<file path="src/rtl/seq_restoring_divider.sv">
// seq_restoring_divider
//
// Iterative radix-2 restoring divider producing a WIDTH-bit quotient and a
// WIDTH-bit remainder. One trial subtraction is performed per clock while in
// CALC, so a normal divide spends exactly WIDTH cycles there. Operands enter
// through a valid/ready handshake in IDLE and the result is held in DONE
// until the consumer takes it. Only one operation is in flight at a time.
//
// Optional build macro:
//   DIVIDER_SIGNED_EN - operands are two's complement. Magnitudes are taken
//                       at accept, the unsigned core runs unchanged, and the
//                       quotient/remainder signs are fixed up on the cycle
//                       that enters DONE.
//
// Ports:
//   clk          rising-edge clock
//   rst_n        asynchronous active-low reset
//   in_valid     dividend/divisor valid
//   in_ready     block can accept operands (high only in IDLE)
//   dividend     dividend operand
//   divisor      divisor operand
//   out_valid    result valid (high only in DONE)
//   out_ready    consumer accepts result
//   quotient     quotient result
//   remainder    remainder result
//   div_by_zero  result came from a zero divisor

module seq_restoring_divider #(
    parameter int WIDTH = 8,
    parameter int CNT_W = $clog2(WIDTH) + 1
) (
    input  logic             clk,
    input  logic             rst_n,
    input  logic             in_valid,
    output logic             in_ready,
    input  logic [WIDTH-1:0] dividend,
    input  logic [WIDTH-1:0] divisor,
    output logic             out_valid,
    input  logic             out_ready,
    output logic [WIDTH-1:0] quotient,
    output logic [WIDTH-1:0] remainder,
    output logic             div_by_zero
);

    typedef enum logic [1:0] {IDLE, CALC, DONE} state_t;

    state_t           state_q, state_d;
    logic [WIDTH-1:0] rem_q, rem_d;
    logic [WIDTH-1:0] quo_q, quo_d;
    logic [WIDTH-1:0] dsr_q, dsr_d;
    logic [CNT_W-1:0] cnt_q, cnt_d;
    logic             dbz_q, dbz_d;

    logic [WIDTH:0]   shifted;
    logic [WIDTH:0]   trial;
    logic [WIDTH-1:0] q_step;
    logic [WIDTH-1:0] r_step;
    logic [WIDTH-1:0] op_a;
    logic [WIDTH-1:0] op_b;

`ifdef DIVIDER_SIGNED_EN
    logic negq_q, negq_d;
    logic negr_q, negr_d;

    // The core only ever sees magnitudes; min stays min, which is exactly
    // its magnitude when read as unsigned.
    assign op_a = dividend[WIDTH-1] ? (~dividend + WIDTH'(1)) : dividend;
    assign op_b = divisor[WIDTH-1]  ? (~divisor + WIDTH'(1))  : divisor;
`else
    assign op_a = dividend;
    assign op_b = divisor;
`endif

    // Partial remainder is kept at WIDTH bits: it is always below the
    // divisor, so the top bit of the WIDTH+1-bit remainder is always zero.
    // The shifted value and the trial difference keep the full WIDTH+1 bits
    // so that the borrow shows up in trial[WIDTH].
    assign shifted = {rem_q, quo_q[WIDTH-1]};
    assign trial   = shifted - {1'b0, dsr_q};
    assign q_step  = {quo_q[WIDTH-2:0], ~trial[WIDTH]};
    assign r_step  = trial[WIDTH] ? shifted[WIDTH-1:0] : trial[WIDTH-1:0];

    // State and datapath registers; reset aborts any operation in flight.
    always_ff @(posedge clk or negedge rst_n) begin
        if (!rst_n) begin
            state_q <= IDLE;
            rem_q   <= '0;
            quo_q   <= '0;
            dsr_q   <= '0;
            cnt_q   <= '0;
            dbz_q   <= 1'b0;
`ifdef DIVIDER_SIGNED_EN
            negq_q  <= 1'b0;
            negr_q  <= 1'b0;
`endif
        end else begin
            state_q <= state_d;
            rem_q   <= rem_d;
            quo_q   <= quo_d;
            dsr_q   <= dsr_d;
            cnt_q   <= cnt_d;
            dbz_q   <= dbz_d;
`ifdef DIVIDER_SIGNED_EN
            negq_q  <= negq_d;
            negr_q  <= negr_d;
`endif
        end
    end

    // Next-state and datapath updates. A zero divisor skips CALC and loads
    // the all-ones quotient and the raw dividend directly. On the last CALC
    // cycle (counter at 1) the final step is written and DONE is entered;
    // in the signed build the sign fix-up is folded into that same write.
    always_comb begin
        state_d = state_q;
        rem_d   = rem_q;
        quo_d   = quo_q;
        dsr_d   = dsr_q;
        cnt_d   = cnt_q;
        dbz_d   = dbz_q;
`ifdef DIVIDER_SIGNED_EN
        negq_d  = negq_q;
        negr_d  = negr_q;
`endif
        case (state_q)
            IDLE: begin
                if (in_valid) begin
                    dbz_d = (divisor == '0);
`ifdef DIVIDER_SIGNED_EN
                    negq_d = dividend[WIDTH-1] ^ divisor[WIDTH-1];
                    negr_d = dividend[WIDTH-1];
`endif
                    if (divisor == '0) begin
                        state_d = DONE;
                        quo_d   = '1;
                        rem_d   = dividend;
                    end else begin
                        state_d = CALC;
                        rem_d   = '0;
                        quo_d   = op_a;
                        dsr_d   = op_b;
                        cnt_d   = CNT_W'(WIDTH);
                    end
                end
            end
            CALC: begin
                cnt_d = cnt_q - CNT_W'(1);
                quo_d = q_step;
                rem_d = r_step;
                if (cnt_q == CNT_W'(1)) begin
                    state_d = DONE;
`ifdef DIVIDER_SIGNED_EN
                    if (negq_q) quo_d = ~q_step + WIDTH'(1);
                    if (negr_q) rem_d = ~r_step + WIDTH'(1);
`endif
                end
            end
            DONE: begin
                if (out_ready) state_d = IDLE;
            end
            default: state_d = IDLE;
        endcase
    end

    assign in_ready    = (state_q == IDLE);
    assign out_valid   = (state_q == DONE);
    assign quotient    = quo_q;
    assign remainder   = rem_q;
    assign div_by_zero = dbz_q;

endmodule

</file>
<file path="config.mk">
export PLATFORM = sky130hd
export DESIGN_NAME = seq_restoring_divider
export DESIGN_NICKNAME = d
export VERILOG_FILES = /design/src/rtl/seq_restoring_divider.sv
export SDC_FILE = /design/constraint.sdc
export NUM_CORES = 1
export LEC_CHECK = 0
export CAP_MARGIN = 20
export CORE_MARGIN = 2
export CORE_UTILIZATION = 30
export DETAILED_ROUTE_END_ITERATION = 12
export PLACE_DENSITY = 0.52
export SYNTH_ARGS = -nofsm -noshare
export SYNTH_HDL_FRONTEND = slang
export SYNTH_SLANG_ARGS = --single-unit
</file>
<file path="constraint.sdc">
create_clock -name clk -period 3.5 [get_ports clk]
set_clock_uncertainty 0.15 [all_clocks]
set_input_delay 0.7 -clock clk [delete_from_list [all_inputs] [get_ports clk]]
set_output_delay 0.7 -clock clk [all_outputs]
set_load 0.02 [all_outputs]
</file>
==> impl_metrics.py <==
metrics = {
    "die": {
        "die-width_um": 82.41,
        "die_h_um": 82.41,
        "start_util_pct": 31.15,
        "fp-row-count": 28,
        "core_um2": 5921,
        "ios": 39,
        "die_area_um2": 6791,
    },
    "clock_tree": {
        "cts_sinks": 31,
        "post_cts_resize_count": 0,
        "cts_buffer_depth": 2,
        "root_buffer": "clkbuf_8",
        "cts_tree": "done",
        "cts_setup_buffers": 0,
        "insertion_delay_ps": 280,
        "cts_made_buffers": 5,
        "clkTransAtPathRegs_ps": 60,
        "ctsHoldBuffers": 0,
        "htreeDepth": 2,
    },
    "cells_and_area": {
        "area_growth_pct": 30.05,
        "antenna_cells": 0,
        "fin_util_pct": 40.51,
        "nets": 274,
        "drive_above_1_share_pct": 8.264,
        "layout.cells.non_filler": 317,
    },
    "synthesis": {
        "ys_async_sr_fraction_pct": 100.0,
        "netlist.area_leader.share_pct": 42.06,
        "synth_area_leaders": "dfrtp_1 (42%), nand2_1 (7.1%), ha_1 (6.8%)",
        "synth_edf_count": 0,
        "ys.flop_type": "dfrtp_1",
        "yosysWarnings": 0,
        "yosysMostFrequentCell": "nand2_1",
        "synthTopCellsByCount": "nand2_1 (35), dfrtp_1 (31), o21ai_0 (23)",
        "yosysUniqueCellTypes": 37,
        "syn_inst": 201,
        "ys_seq_area_share_pct": 42.06,
        "synth_area_um2": 1844,
        "synth-seq-cells": 31,
        "synth_top_area_cell": "dfrtp_1",
        "avgSynthCellArea_um2": 9.175,
        "synth_nets": 232,
    },
    "timing": {
        "max_freq_ghz": 0.3218,
        "rsz0062_at_grt": "no",
        "post-route-period-util_pct": 88.79,
        "maxSlewViolCount": 0,
        "tightest_slew_ps": 971.8,
        "final_hold_viol_count": 0,
        "period_needed_ps": 3108,
        "slew_headroom_pct": 34.97,
        "setup_tns_ps": 0,
        "setup_viol": 0,
    },
    "detailed_routing": {
        "drt-pass1-iter-count": 4,
        "drtIter0Drc": 52,
        "drt_wl_total_um": 4928,
        "ant_nets": 0,
        "avgViaCountPerCell": 5.032,
        "wire_per_inst_um": 15.55,
        "num_vias": 1595,
        "drc": 0,
    },
    "setup_path": {
        "required_ps": 3480,
        "worstPathMaxFanout": 9,
        "cp-end-kind": "flop",
        "crit_arrival_ps": 3090,
        "critPathLaunchType": "flop",
        "reg2reg_slack_ps": 390,
        "crit_type": "reg -> reg",
    },
    "power": {
        "cellPowerDensity_nw_per_um2": 1116,
        "finalPower_uw": 2676,
        "leakage_uw": 0.0009885,
        "peakVddDrop_uv": 400.8,
    },
    "status": {
        "status": "finished clean",
    },
    "run": {
        "drv_cap": 0,
    },
    "place": {
        "placed_cells": 311,
        "port_buffers": 38,
        "place.gp.congestion": 0.8143,
        "place.detailed.hpwl_um": 3619,
    },
    "grt": {
        "antenna_found_initial": 0,
        "grt_pass1_vias": 1619,
        "track_usage_pct": 16.13,
        "grt_pass1_wl_um": 8293,
        "grt_max_degree": 35,
        "grt-ovfl-total": 0,
    },
    "worst_hold_path": {
        "worstHoldPathType": "reg -> reg",
    },
}
area by class of cell:
cell class	count	area (um2)
Multi-Input combinational cell	150	997.2
Clock buffer	6	72.57
Sequential cell	31	775.7
Inverter	13	48.80
Timing Repair Buffer	42	410.4
Tap cell	75	93.84
Fill cell	606	3522
cells in the final DEF, fill, tap and decap left out, types with 2 or more instances in the layout:
master           instances
clkdlybuf4s50_1         38
nand2_1                 35
dfrtp_1                 31
o21ai_0                 23
inv_1                   13
ha_1                    10
nor2_1                   9
o22ai_1                  9
a21oi_1                  8
mux2i_1                  6
o221ai_1                 5
clkbuf_8                 5
nor3_1                   4
mux2_2                   4
buf_4                    4
or4_1                    3
nor2b_1                  3
xor2_1                   3
nand2b_1                 3
o21ai_2                  2
xnor2_1                  2
o221ai_2                 2
a31oi_1                  2
o31ai_1                  2
registers in the layout, summed over array words and instances (netlist names):
signal       cells
dsr_q            8
quotient         8
remainder        8
cnt_q            4
state_q          2
div_by_zero      1
final timing paths:
path,endpoint,start,cells past startpoint
max in group asynchronous,cnt_q[2],rst_n,2
worst min-delay path,quotient[7],quotient[7],2
worst min register to register,quotient[7],quotient[7],2
worst max register to register,remainder[5],quotient[7],10
min in group asynchronous,div_by_zero,rst_n,2
worst max-delay path,remainder[5],quotient[7],10
kinds of logic after synthesis:
group | share of synthesized area [%]
compound gates | 22.80
mux | 5.699
buf+inv | 4.071
fa+ha+maj | 7.870
simple gates | 15.13
xor+xnor | 2.375
flops | 42.06
where the power goes:
group	switching (uW)	internal, uW
clock	127	132
combinational	923	802
sequential	151	540
critical path, stage by stage, from the launching register on:
cell and delay, ps:
dfrtp_1 370, inv_1 60, ha_1 220, fa_1 400, nand2b_1 210, a211oi_2 210
mux2i_1 130, a2111oi_4 670, buf_4 240, mux2i_1 180, o221ai_1 120
through the flow:
step	hold slack, ps	setup WS [ps]	cell area (um2)
finish	373.5	392.4	2399
global route	403.6	139.3	2399
CTS	371.0	355.4	2399
detailed placement	352.4	363.0	2326
global placement	342.2	418.5	2326
floorplan	254.4	424.8	1844
layer usage:
| layer | vias up | GRT usage (%) | share of wire [%] |
|---|---|---|---|
| met5 | - | 0 | 0 |
| met4 | 0 | 5.000 | 0.97 |
| met3 | 4 | 3.261 | 3.9 |
| met2 | 34 | 25.24 | 47 |
| met1 | 762 | 22.36 | 49 |
| li1 | 795 | - | - |
Power figures use the tool's default switching activity.
